[config.mk]
export PLATFORM = sky130hd
export DESIGN_NAME = surf4_spi_flash_seq
export DESIGN_NICKNAME = d
export VERILOG_FILES = /design/src/rtl/surf4_spi_flash_seq.sv
export SDC_FILE = /design/constraint.sdc
export NUM_CORES = 1
export LEC_CHECK = 0
export BUFFER_PORTS_ARGS = -buffer_cell sky130_fd_sc_hd__buf_2
export CORE_ASPECT_RATIO = 1.2
export CORE_MARGIN = 2
export CORE_UTILIZATION = 25
export CTS_CLUSTER_SIZE = 8
export DETAILED_ROUTE_END_ITERATION = 7
export GPL_TIMING_DRIVEN = 0
export SLEW_MARGIN = 10
export SYNTH_ARGS = -nofsm -noshare
export SYNTH_HDL_FRONTEND = slang
export SYNTH_SLANG_ARGS = --single-unit
export TNS_END_PERCENT = 30
[constraint.sdc]
create_clock -name clk_i -period 8.6 [get_ports clk_i]
set_input_delay 1.29 -clock clk_i [delete_from_list [all_inputs] [get_ports clk_i]]
set_output_delay 1.29 -clock clk_i [all_outputs]
set_load 0.02 [all_outputs]
[src/rtl/surf4_spi_flash_seq.sv]
// ---------------------------------------------------------------------------
// surf4_spi_flash_seq
//
// Purpose:
//   WISHBONE master for the simple SPI core (SPCR/SPSR/SPDR/SPER at adr 0..3).
//   Runs a complete flash read on its own: SPCR setup, chip-select on, opcode,
//   24-bit address (MSB first), N data bytes, chip-select off, done pulse.
//
// Optional feature macro: SURF4_SPI_SEQ_DUMMY_EN
//   When defined, DUMMY_BYTES bytes of 8'h00 are clocked with cs_o low
//   between the SPCR write and chip-select assertion, to move CCLK off the
//   configuration clock. A poll timeout there goes straight to DONE.
//
// Ports:
//   clk_i, rst_i           clock, asynchronous active-high reset
//   start_i                1-cycle start pulse (ignored while busy_o)
//   cmd_i/addr_i/len_i     opcode, byte address, byte count (sampled on start)
//   busy_o, done_o, err_o  status: in progress, end pulse, sticky poll timeout
//   data_o, data_valid_o,  read data stream, valid/ready handshake
//   data_ready_i
//   cs_o                   flash select, active-high
//   spi_cyc_o/stb_o/we_o,  WISHBONE master side towards the SPI core
//   spi_adr_o, spi_dat_o,
//   spi_dat_i, spi_ack_i
//   dbg_state_o            current FSM state encoding
// ---------------------------------------------------------------------------
module surf4_spi_flash_seq #(
    parameter int         LEN_W       = 16,
    parameter logic [7:0] SPCR_INIT   = 8'h50,
    parameter int         POLL_LIMIT  = 1023,
    parameter int         DUMMY_BYTES = 2
) (
    input  logic             clk_i,
    input  logic             rst_i,
    input  logic             start_i,
    input  logic [7:0]       cmd_i,
    input  logic [23:0]      addr_i,
    input  logic [LEN_W-1:0] len_i,
    output logic             busy_o,
    output logic             done_o,
    output logic             err_o,
    output logic [7:0]       data_o,
    output logic             data_valid_o,
    input  logic             data_ready_i,
    output logic             cs_o,
    output logic             spi_cyc_o,
    output logic             spi_stb_o,
    output logic             spi_we_o,
    output logic [1:0]       spi_adr_o,
    output logic [7:0]       spi_dat_o,
    input  logic [7:0]       spi_dat_i,
    input  logic             spi_ack_i,
    output logic [3:0]       dbg_state_o
);

    localparam int POLL_W = $clog2(POLL_LIMIT + 1);
    // Shared byte index for the ADDR phase (3 bytes) and the DUMMY phase.
    localparam int SUB_N  = (DUMMY_BYTES > 3) ? DUMMY_BYTES : 3;
    localparam int SUB_W  = $clog2(SUB_N + 1);

    localparam logic [1:0] ADR_SPCR = 2'd0;
    localparam logic [1:0] ADR_SPSR = 2'd1;
    localparam logic [1:0] ADR_SPDR = 2'd2;

    typedef enum logic [3:0] {
        S_IDLE   = 4'd0,
        S_INIT   = 4'd1,
`ifdef SURF4_SPI_SEQ_DUMMY_EN
        S_DUMMY  = 4'd2,
`endif
        S_CS_ON  = 4'd3,
        S_CMD    = 4'd4,
        S_ADDR   = 4'd5,
        S_DATA   = 4'd6,
        S_CS_OFF = 4'd7,
        S_DONE   = 4'd8
    } state_e;

    // Byte transfer sub-phases: SPDR write, SPSR poll, SPDR read, and (DATA
    // only) holding the received byte until the consumer takes it.
    typedef enum logic [1:0] {
        PH_WR   = 2'd0,
        PH_POLL = 2'd1,
        PH_RD   = 2'd2,
        PH_HOLD = 2'd3
    } phase_e;

    state_e             state_q;
    phase_e             phase_q;
    logic [7:0]         cmd_q;
    logic [23:0]        addr_q;
    logic [LEN_W-1:0]   rem_q;
    logic [LEN_W-1:0]   rem_d;
    logic [POLL_W-1:0]  poll_cnt_q;
    logic [POLL_W-1:0]  poll_cnt_d;
    logic [SUB_W-1:0]   sub_cnt_q;
    logic [SUB_W-1:0]   sub_cnt_d;
    logic               busy_q, done_q, err_q, valid_q, cs_q;
    logic               spi_cyc_q, spi_stb_q, spi_we_q;
    logic [1:0]         spi_adr_q;
    logic [7:0]         spi_dat_q;
    logic [7:0]         data_q;
    logic [7:0]         tx_byte_d;
    logic               xfer_st;

    assign rem_d      = rem_q - LEN_W'(1);
    assign poll_cnt_d = poll_cnt_q + POLL_W'(1);
    assign sub_cnt_d  = sub_cnt_q + SUB_W'(1);

    // States that move bytes through SPDR.
    always_comb begin
        xfer_st = (state_q == S_CMD) || (state_q == S_ADDR) || (state_q == S_DATA);
`ifdef SURF4_SPI_SEQ_DUMMY_EN
        if (state_q == S_DUMMY) xfer_st = 1'b1;
`endif
    end

    // Byte to shift out; DATA and DUMMY phases clock out zeros.
    always_comb begin
        tx_byte_d = 8'h00;
        if (state_q == S_CMD) begin
            tx_byte_d = cmd_q;
        end else if (state_q == S_ADDR) begin
            case (sub_cnt_q)
                SUB_W'(0): tx_byte_d = addr_q[23:16];
                SUB_W'(1): tx_byte_d = addr_q[15:8];
                default:   tx_byte_d = addr_q[7:0];
            endcase
        end
    end

    // Bus: cyc/stb rise together with adr/dat/we and stay stable until
    // spi_ack_i; the ack edge drops them, so one access is outstanding at most
    // and the next starts no earlier than one idle cycle later.
    // Data stream: data_o is presented with data_valid_o and held unchanged
    // until a clock edge sees data_valid_o & data_ready_i; valid falls after it.
    always_ff @(posedge clk_i or posedge rst_i) begin
        if (rst_i) begin
            state_q    <= S_IDLE;
            phase_q    <= PH_WR;
            cmd_q      <= 8'h00;
            addr_q     <= 24'h0;
            rem_q      <= '0;
            poll_cnt_q <= '0;
            sub_cnt_q  <= '0;
            busy_q     <= 1'b0;
            done_q     <= 1'b0;
            err_q      <= 1'b0;
            valid_q    <= 1'b0;
            cs_q       <= 1'b0;
            spi_cyc_q  <= 1'b0;
            spi_stb_q  <= 1'b0;
            spi_we_q   <= 1'b0;
            spi_adr_q  <= 2'd0;
            spi_dat_q  <= 8'h00;
            data_q     <= 8'h00;
        end else begin
            done_q <= 1'b0;
            if (xfer_st) begin
                case (phase_q)
                    PH_WR: begin
                        if (!spi_cyc_q) begin
                            spi_cyc_q <= 1'b1;
                            spi_stb_q <= 1'b1;
                            spi_we_q  <= 1'b1;
                            spi_adr_q <= ADR_SPDR;
                            spi_dat_q <= tx_byte_d;
                        end else if (spi_ack_i) begin
                            spi_cyc_q  <= 1'b0;
                            spi_stb_q  <= 1'b0;
                            spi_we_q   <= 1'b0;
                            poll_cnt_q <= '0;
                            phase_q    <= PH_POLL;
                        end
                    end
                    PH_POLL: begin
                        if (!spi_cyc_q) begin
                            spi_cyc_q <= 1'b1;
                            spi_stb_q <= 1'b1;
                            spi_we_q  <= 1'b0;
                            spi_adr_q <= ADR_SPSR;
                        end else if (spi_ack_i) begin
                            spi_cyc_q <= 1'b0;
                            spi_stb_q <= 1'b0;
                            if (!spi_dat_i[0]) begin
                                phase_q <= PH_RD;
                            end else if (poll_cnt_q == POLL_W'(POLL_LIMIT - 1)) begin
                                // Read FIFO never filled: abandon the transaction.
                                err_q   <= 1'b1;
                                phase_q <= PH_WR;
`ifdef SURF4_SPI_SEQ_DUMMY_EN
                                if (state_q == S_DUMMY) state_q <= S_DONE;
                                else                    state_q <= S_CS_OFF;
`else
                                state_q <= S_CS_OFF;
`endif
                            end else begin
                                poll_cnt_q <= poll_cnt_d;
                            end
                        end
                    end
                    PH_RD: begin
                        if (!spi_cyc_q) begin
                            spi_cyc_q <= 1'b1;
                            spi_stb_q <= 1'b1;
                            spi_we_q  <= 1'b0;
                            spi_adr_q <= ADR_SPDR;
                        end else if (spi_ack_i) begin
                            spi_cyc_q <= 1'b0;
                            spi_stb_q <= 1'b0;
                            phase_q   <= PH_WR;
                            case (state_q)
`ifdef SURF4_SPI_SEQ_DUMMY_EN
                                S_DUMMY: begin
                                    if (sub_cnt_q == SUB_W'(DUMMY_BYTES - 1)) state_q <= S_CS_ON;
                                    else                                      sub_cnt_q <= sub_cnt_d;
                                end
`endif
                                S_CMD: begin
                                    state_q   <= S_ADDR;
                                    sub_cnt_q <= '0;
                                end
                                S_ADDR: begin
                                    if (sub_cnt_q == SUB_W'(2)) begin
                                        state_q <= (rem_q == '0) ? S_CS_OFF : S_DATA;
                                    end else begin
                                        sub_cnt_q <= sub_cnt_d;
                                    end
                                end
                                S_DATA: begin
                                    data_q  <= spi_dat_i;
                                    valid_q <= 1'b1;
                                    phase_q <= PH_HOLD;
                                end
                                default: ;
                            endcase
                        end
                    end
                    PH_HOLD: begin
                        // No new SPDR write until the consumer takes the byte.
                        if (data_ready_i) begin
                            valid_q <= 1'b0;
                            rem_q   <= rem_d;
                            phase_q <= PH_WR;
                            if (rem_q == LEN_W'(1)) state_q <= S_CS_OFF;
                        end
                    end
                    default: phase_q <= PH_WR;
                endcase
            end else begin
                case (state_q)
                    S_IDLE: begin
                        if (start_i) begin
                            cmd_q   <= cmd_i;
                            addr_q  <= addr_i;
                            rem_q   <= len_i;
                            busy_q  <= 1'b1;
                            err_q   <= 1'b0;
                            phase_q <= PH_WR;
                            state_q <= S_INIT;
                        end
                    end
                    S_INIT: begin
                        if (!spi_cyc_q) begin
                            spi_cyc_q <= 1'b1;
                            spi_stb_q <= 1'b1;
                            spi_we_q  <= 1'b1;
                            spi_adr_q <= ADR_SPCR;
                            spi_dat_q <= SPCR_INIT;
                        end else if (spi_ack_i) begin
                            spi_cyc_q <= 1'b0;
                            spi_stb_q <= 1'b0;
                            spi_we_q  <= 1'b0;
                            sub_cnt_q <= '0;
`ifdef SURF4_SPI_SEQ_DUMMY_EN
                            state_q   <= (DUMMY_BYTES > 0) ? S_DUMMY : S_CS_ON;
`else
                            state_q   <= S_CS_ON;
`endif
                        end
                    end
                    S_CS_ON: begin
                        cs_q    <= 1'b1;
                        phase_q <= PH_WR;
                        state_q <= S_CMD;
                    end
                    S_CS_OFF: begin
                        cs_q    <= 1'b0;
                        state_q <= S_DONE;
                    end
                    S_DONE: begin
                        done_q  <= 1'b1;
                        busy_q  <= 1'b0;
                        state_q <= S_IDLE;
                    end
                    default: state_q <= S_IDLE;
                endcase
            end
        end
    end

    assign busy_o       = busy_q;
    assign done_o       = done_q;
    assign err_o        = err_q;
    assign data_o       = data_q;
    assign data_valid_o = valid_q;
    assign cs_o         = cs_q;
    assign spi_cyc_o    = spi_cyc_q;
    assign spi_stb_o    = spi_stb_q;
    assign spi_we_o     = spi_we_q;
    assign spi_adr_o    = spi_adr_q;
    assign spi_dat_o    = spi_dat_q;
    assign dbg_state_o  = state_q;

endmodule

Word-level counts from Yosys, hierarchy flattened
Index checks and enable logic that the tools add are counted.
{"block": "op_classes", "addsub": 3, "eq_ne": 60, "muxes": 100, "bitwise": 2, "n_reduce_logical": 32}
{"cell": "$mux 16", "count": 5}
{"cell": "$mux 10", "count": 6}
{"cell": "$mux 8", "count": 7}
{"cell": "$mux 4", "count": 13}
{"cell": "$mux 2", "count": 25}
{"cell": "$ne 3x3->1 const B", "count": 15}
{"cell": "$ne 2x2->1 const B", "count": 18}
{"cell": "$mux 1", "count": 31}
{"cell": "$pmux 10 s2", "count": 1}
{"cell": "$eq 16x1->1 const B", "count": 1}
{"cell": "$eq 4x3->1 const B", "count": 4}
{"cell": "$logic_not 16->1", "count": 1}
{"cell": "$pmux 4 s4", "count": 1}
{"cell": "$pmux 8 s2", "count": 1}
{"cell": "$sub 16x1->16 const B", "count": 1}
{"cell": "$reduce_and 14->1", "count": 1}
{"cell": "$reduce_bool 2->1", "count": 7}
{"cell": "$ne 2x1->1 const B", "count": 6}
{"cell": "$ne 4x4->1 const B", "count": 3}
{"cell": "$pmux 2 s2", "count": 3}
{"cell": "$pmux 4 s3", "count": 1}
{"cell": "$reduce_and 3->1", "count": 4}
{"cell": "$reduce_and 6->1", "count": 2}
{"cell": "$add 10x1->10 const B", "count": 1}
{"cell": "other kinds (26)", "count": 39}
{"block": "word_totals", "regBits": 92, "input_bits": 61, "output_inout_bits": 30, "wordCells": 215}

Longest topological paths before layout
{"block": "logic_depth", "word_depth": 8, "ltp_mapped": 8, "depth_no_buf": 7}

Worst setup path after synthesis
No wires, ideal clock.
{"block": "synth_timing", "kind": "input to register", "start": "input port data_ready_i", "end": "register rem_q[1]", "setup_time_ps": 135, "t_arrival_ps": 2396, "t_required_ps": 8465, "setup_slack_ps": 6068, "stages": 6, "path_buffers": 2, "cell_sequence": "and2_1 o21ai_0 a22o_1 clkbuf_1 clkbuf_1 o21ai_0"}
{"block": "synth_via", "elab_chain_cells": 2}
{"item": "start, declared", "line_no": "44", "source": "input logic data_ready_i,"}
{"item": "$ne 2x2->1 (no source line)"}
{"item": "$reduce_and 4->1 (no source line)"}
{"item": "end signal, assigned", "line_no": "243", "source": "rem_q <= rem_d;"}
{"item": "end signal, assigned", "line_no": "256", "source": "rem_q <= len_i;"}
{"item": "end, declared", "line_no": "92", "source": "logic [LEN_W-1:0] rem_q;"}
Every way passes these cells.
A chain may end at the register's enable or synchronous reset.

Worst setup path in the final report
{"block": "layout_timing", "start": "register state_q[0] (netlist: dbg_state_o[0])", "end": "register rem_q[3]"}
{"block": "layout_via", "elab_chain_cells": 5, "word_cells_on_any_way": 12, "classes_between": "eq/ne (5); mux (1); reduce/logical (6)"}
{"item": "start, declared", "line_no": "88", "source": "state_e state_q;"}
{"item": "start signal, assigned", "line_no": "225", "source": "state_q <= (rem_q == '0) ? S_CS_OFF : S_DATA;"}
{"item": "$eq 4x3->1", "line_no": "112", "source": "xfer_st = (state_q == S_CMD) || (state_q == S_ADDR) || (state_q == S_DATA);"}
{"item": "$logic_or 1x1->1 (2 in a row)", "line_no": "112"}
{"item": "$ne 2x1->1 (no source line) (tied with other cells)"}
{"item": "$reduce_and 4->1 (no source line)"}
Parallel ways exist; a longest one is shown, timed or not.

==> results.sh <==
export IMPL_io_pins=91
export IMPL_final_cell_mix="92 x dfrtp_1, 91 x buf_2, 44 x mux2_2"
export IMPL_cts_max_level=3
export IMPL_ys_ff_latch=92
export IMPL_avgRoutedWirePerCell_um=15.6
export IMPL_cts_made_buffers=9
export IMPL_grt_max_degree=49
export IMPL_holdPathStages=2
export IMPL_finalHoldViolCount=0
export IMPL_die_y_um=155
export IMPL_syn_nets=553
export IMPL_hold_path_class="reg2reg"
export IMPL_clock_latency_ps=360
export IMPL_cp_end_kind="register"
export IMPL_async_flop_share=1.00
export IMPL_arrival_ps=2900
export IMPL_rsz0062_at_grt="false"
export IMPL_total_power_uw=2080
export IMPL_r2r_slack_ps=5930
export IMPL_cpPeakStageDelay_ps=540
export IMPL_syn_area_sq_um=4780
export IMPL_ant_nets=0
export IMPL_met1_length_um=5490
export IMPL_met3_length_um=797
export IMPL_path_max_fanout=10
export IMPL_final_common_cell="dfrtp_1"
export IMPL_cts_hold_buffers=0
export IMPL_cp_start_kind="register"
export IMPL_viasPerCell=4.78
export IMPL_fin_skew_ps=7.06
export IMPL_drtPass1Iterations=5
export IMPL_core_sq_um=18800
export IMPL_finalSetupTns_ps=0
export IMPL_p_leak_uw=0.00259
export IMPL_p_per_area_nw_per_um2=353
export IMPL_nets=655
export IMPL_drc=0
export IMPL_overflow=0
export IMPL_drive_above_1_share=0.274
export IMPL_r2r_end="rem_q[3]"
export IMPL_ys_warn_count=0
export IMPL_cp_required_ps=8820
export IMPL_status="finished clean"
export IMPL_synth_area_per_cell_sq_um=9.95
export IMPL_slew_headroom=0.364
export IMPL_min_period_ps=2670
export IMPL_cts_setup_buffers=0
export IMPL_ir_worst_vdd_mv=0.142
export IMPL_clk_pin_slew_worst_paths_ps=70
export IMPL_critical_path_class="reg2reg"
export IMPL_min_to="spi_dat_o[0]"
export IMPL_cts_sink_count=92
export IMPL_cts_buffer_depth=2
export IMPL_reg2reg_depth=8
export IMPL_top_layer="met4"
export IMPL_grt_pass1_wl_um=21600
export IMPL_hpwl_um=9810
export IMPL_diodes=0
export IMPL_cts_root_buf="clkbuf_16"
export IMPL_die_area_sq_um=20200
export IMPL_drt_wl_total_um=13100
export IMPL_maxCapViolations=0
export IMPL_max_freq_mhz=374
export IMPL_vias=4029
export IMPL_netlist_instances=480
export IMPL_synth_edf_count=0
export IMPL_hold_start="spi_dat_o[0]"
export IMPL_fin_crit_sh=0.311
export IMPL_antenna_found_initial=0
export IMPL_syn2layout_area_growth_pct=23.5
export IMPL_fp_dieW_um=130
export IMPL_drtIter0Drc=217
export IMPL_yosysUniqueCellTypes=49
export IMPL_cp_slowest_cell="buf_1"
export IMPL_path_cells="clkbuf_1 -> a21oi_1 -> nand2_1 -> clkbuf_1 -> buf_1 -> nor2_1 -> o21ai_0 -> o21ai_0"
export IMPL_grtUsageTotal=0.137
export IMPL_tritoncts="built"
export IMPL_maxSlewViolCount=0
export IMPL_gp_congestion=0.856
export IMPL_worstMarginPinSlew_ps=946
export IMPL_setup_viol=0
export IMPL_start_util=0.254
export IMPL_cts_resized=0
export IMPL_synth_seq_area_share=0.482
export IMPL_grt_pass1_vias=4067
export IMPL_port_buffers=90
export IMPL_rows=55
export IMPL_ys_flop_type="dfrtp_1"
export IMPL_r2r_start="dbg_state_o[0]"
export IMPL_dr_wl_met2_um=6650
[cells by family (layout without fill, tap and decap cells)]
logic type | Yosys count | in the layout | share of synthesized area
AOI/OAI and AO/OA | 144 | 144 | 0.192
adders and majority gates | 12 | 12 | 0.0314
and+or+nand+nor | 135 | 135 | 0.141
xor gates and xnor gates | 1 | 1 | 0.00183
muxes | 49 | 49 | 0.114
buffers and inverters | 47 | 154 | 0.0372
DFF | 92 | 92 | 0.482
[cell type report]
type	instances	area (sq um)
timing repair buffer	91	478
fill	1984	12900
multi-input combinational	341	2300
buffer	27	103
tap	256	320
clock buffer	9	225
sequential	92	2300
clock inverter	7	97.6
inverter	20	77.6
[critical path, delay by kind of cell, from the launching register on]
family / cells / cell delay [ps]
AO/OA/AOI/OAI: 3 / 510
AND/OR/NAND/NOR: 2 / 350
flip-flops: 1 / 350
buffers and inverters: 3 / 1320
[metrics by stage]
step	cell area [sq um]	utilization	hold WS (ps)	instances	setup slack (ps)
after floorplan	4780	-	445	480	4920
after global placement	5550	0.295	456	826	3510
after detailed placement	5580	0.297	465	827	5550
after CTS	5900	0.314	483	843	5930
after global routing	5900	0.314	502	843	5660
final	5900	0.314	475	843	5930
[power by group]
group          internal, uW  leakage (uW)  total [uW]  switching, uW
logic                   368       0.00128         916            547
registers               605       0.00115         726            121
clock network           236      0.000159         438            202
[cells in the mapped netlist (all sizes together), types with 7 or more instances]
| master | count | area (sq um) |
|---|---|---|
| inv | 20 | 75.1 |
| a21oi | 42 | 210 |
| ha | 12 | 150 |
| a22oi | 11 | 82.6 |
| a31oi | 8 | 50.1 |
| dfrtp | 92 | 2300 |
| nor4 | 7 | 43.8 |
| nand2 | 36 | 135 |
| o22a | 11 | 96.3 |
| mux2 | 44 | 495 |
| nor2 | 31 | 116 |
| o21ai | 36 | 180 |
| clkbuf | 24 | 90.1 |
| nor3 | 9 | 45.0 |
| nand3 | 14 | 70.1 |
[per-layer routing]
| metal | GRT usage | up-vias |
|---|---|---|
| met5 | 0 | - |
| met4 | 0.0507 | 0 |
| met3 | 0.0399 | 17 |
| met2 | 0.231 | 100 |
| met1 | 0.166 | 1956 |
| li1 | - | 1956 |
[worst max path at each step]
stage / start / endpoint / slack [ps] / cells after the start
after floorplan: rst_i / addr_q[0] / 4920 / 1
after global placement: rst_i / cmd_q[3] / 3510 / 2
after detailed placement: data_ready_i / rem_q[7] / 5550 / 7
after CTS: dbg_state_o[0] / rem_q[3] / 5930 / 8
after global routing: dbg_state_o[0] / rem_q[3] / 5660 / 8
final: dbg_state_o[0] / rem_q[3] / 5930 / 8
[sequential cells by signal, indices dropped and copies added, names as in the netlist, 4 cells and up]
name,flops
addr_q,24
spi_dat_o,8
cmd_q,8
data_o,8
poll_cnt_q,10
dbg_state_o,4
rem_q,16
No activity file was read; power rests on OpenSTA's default activity.
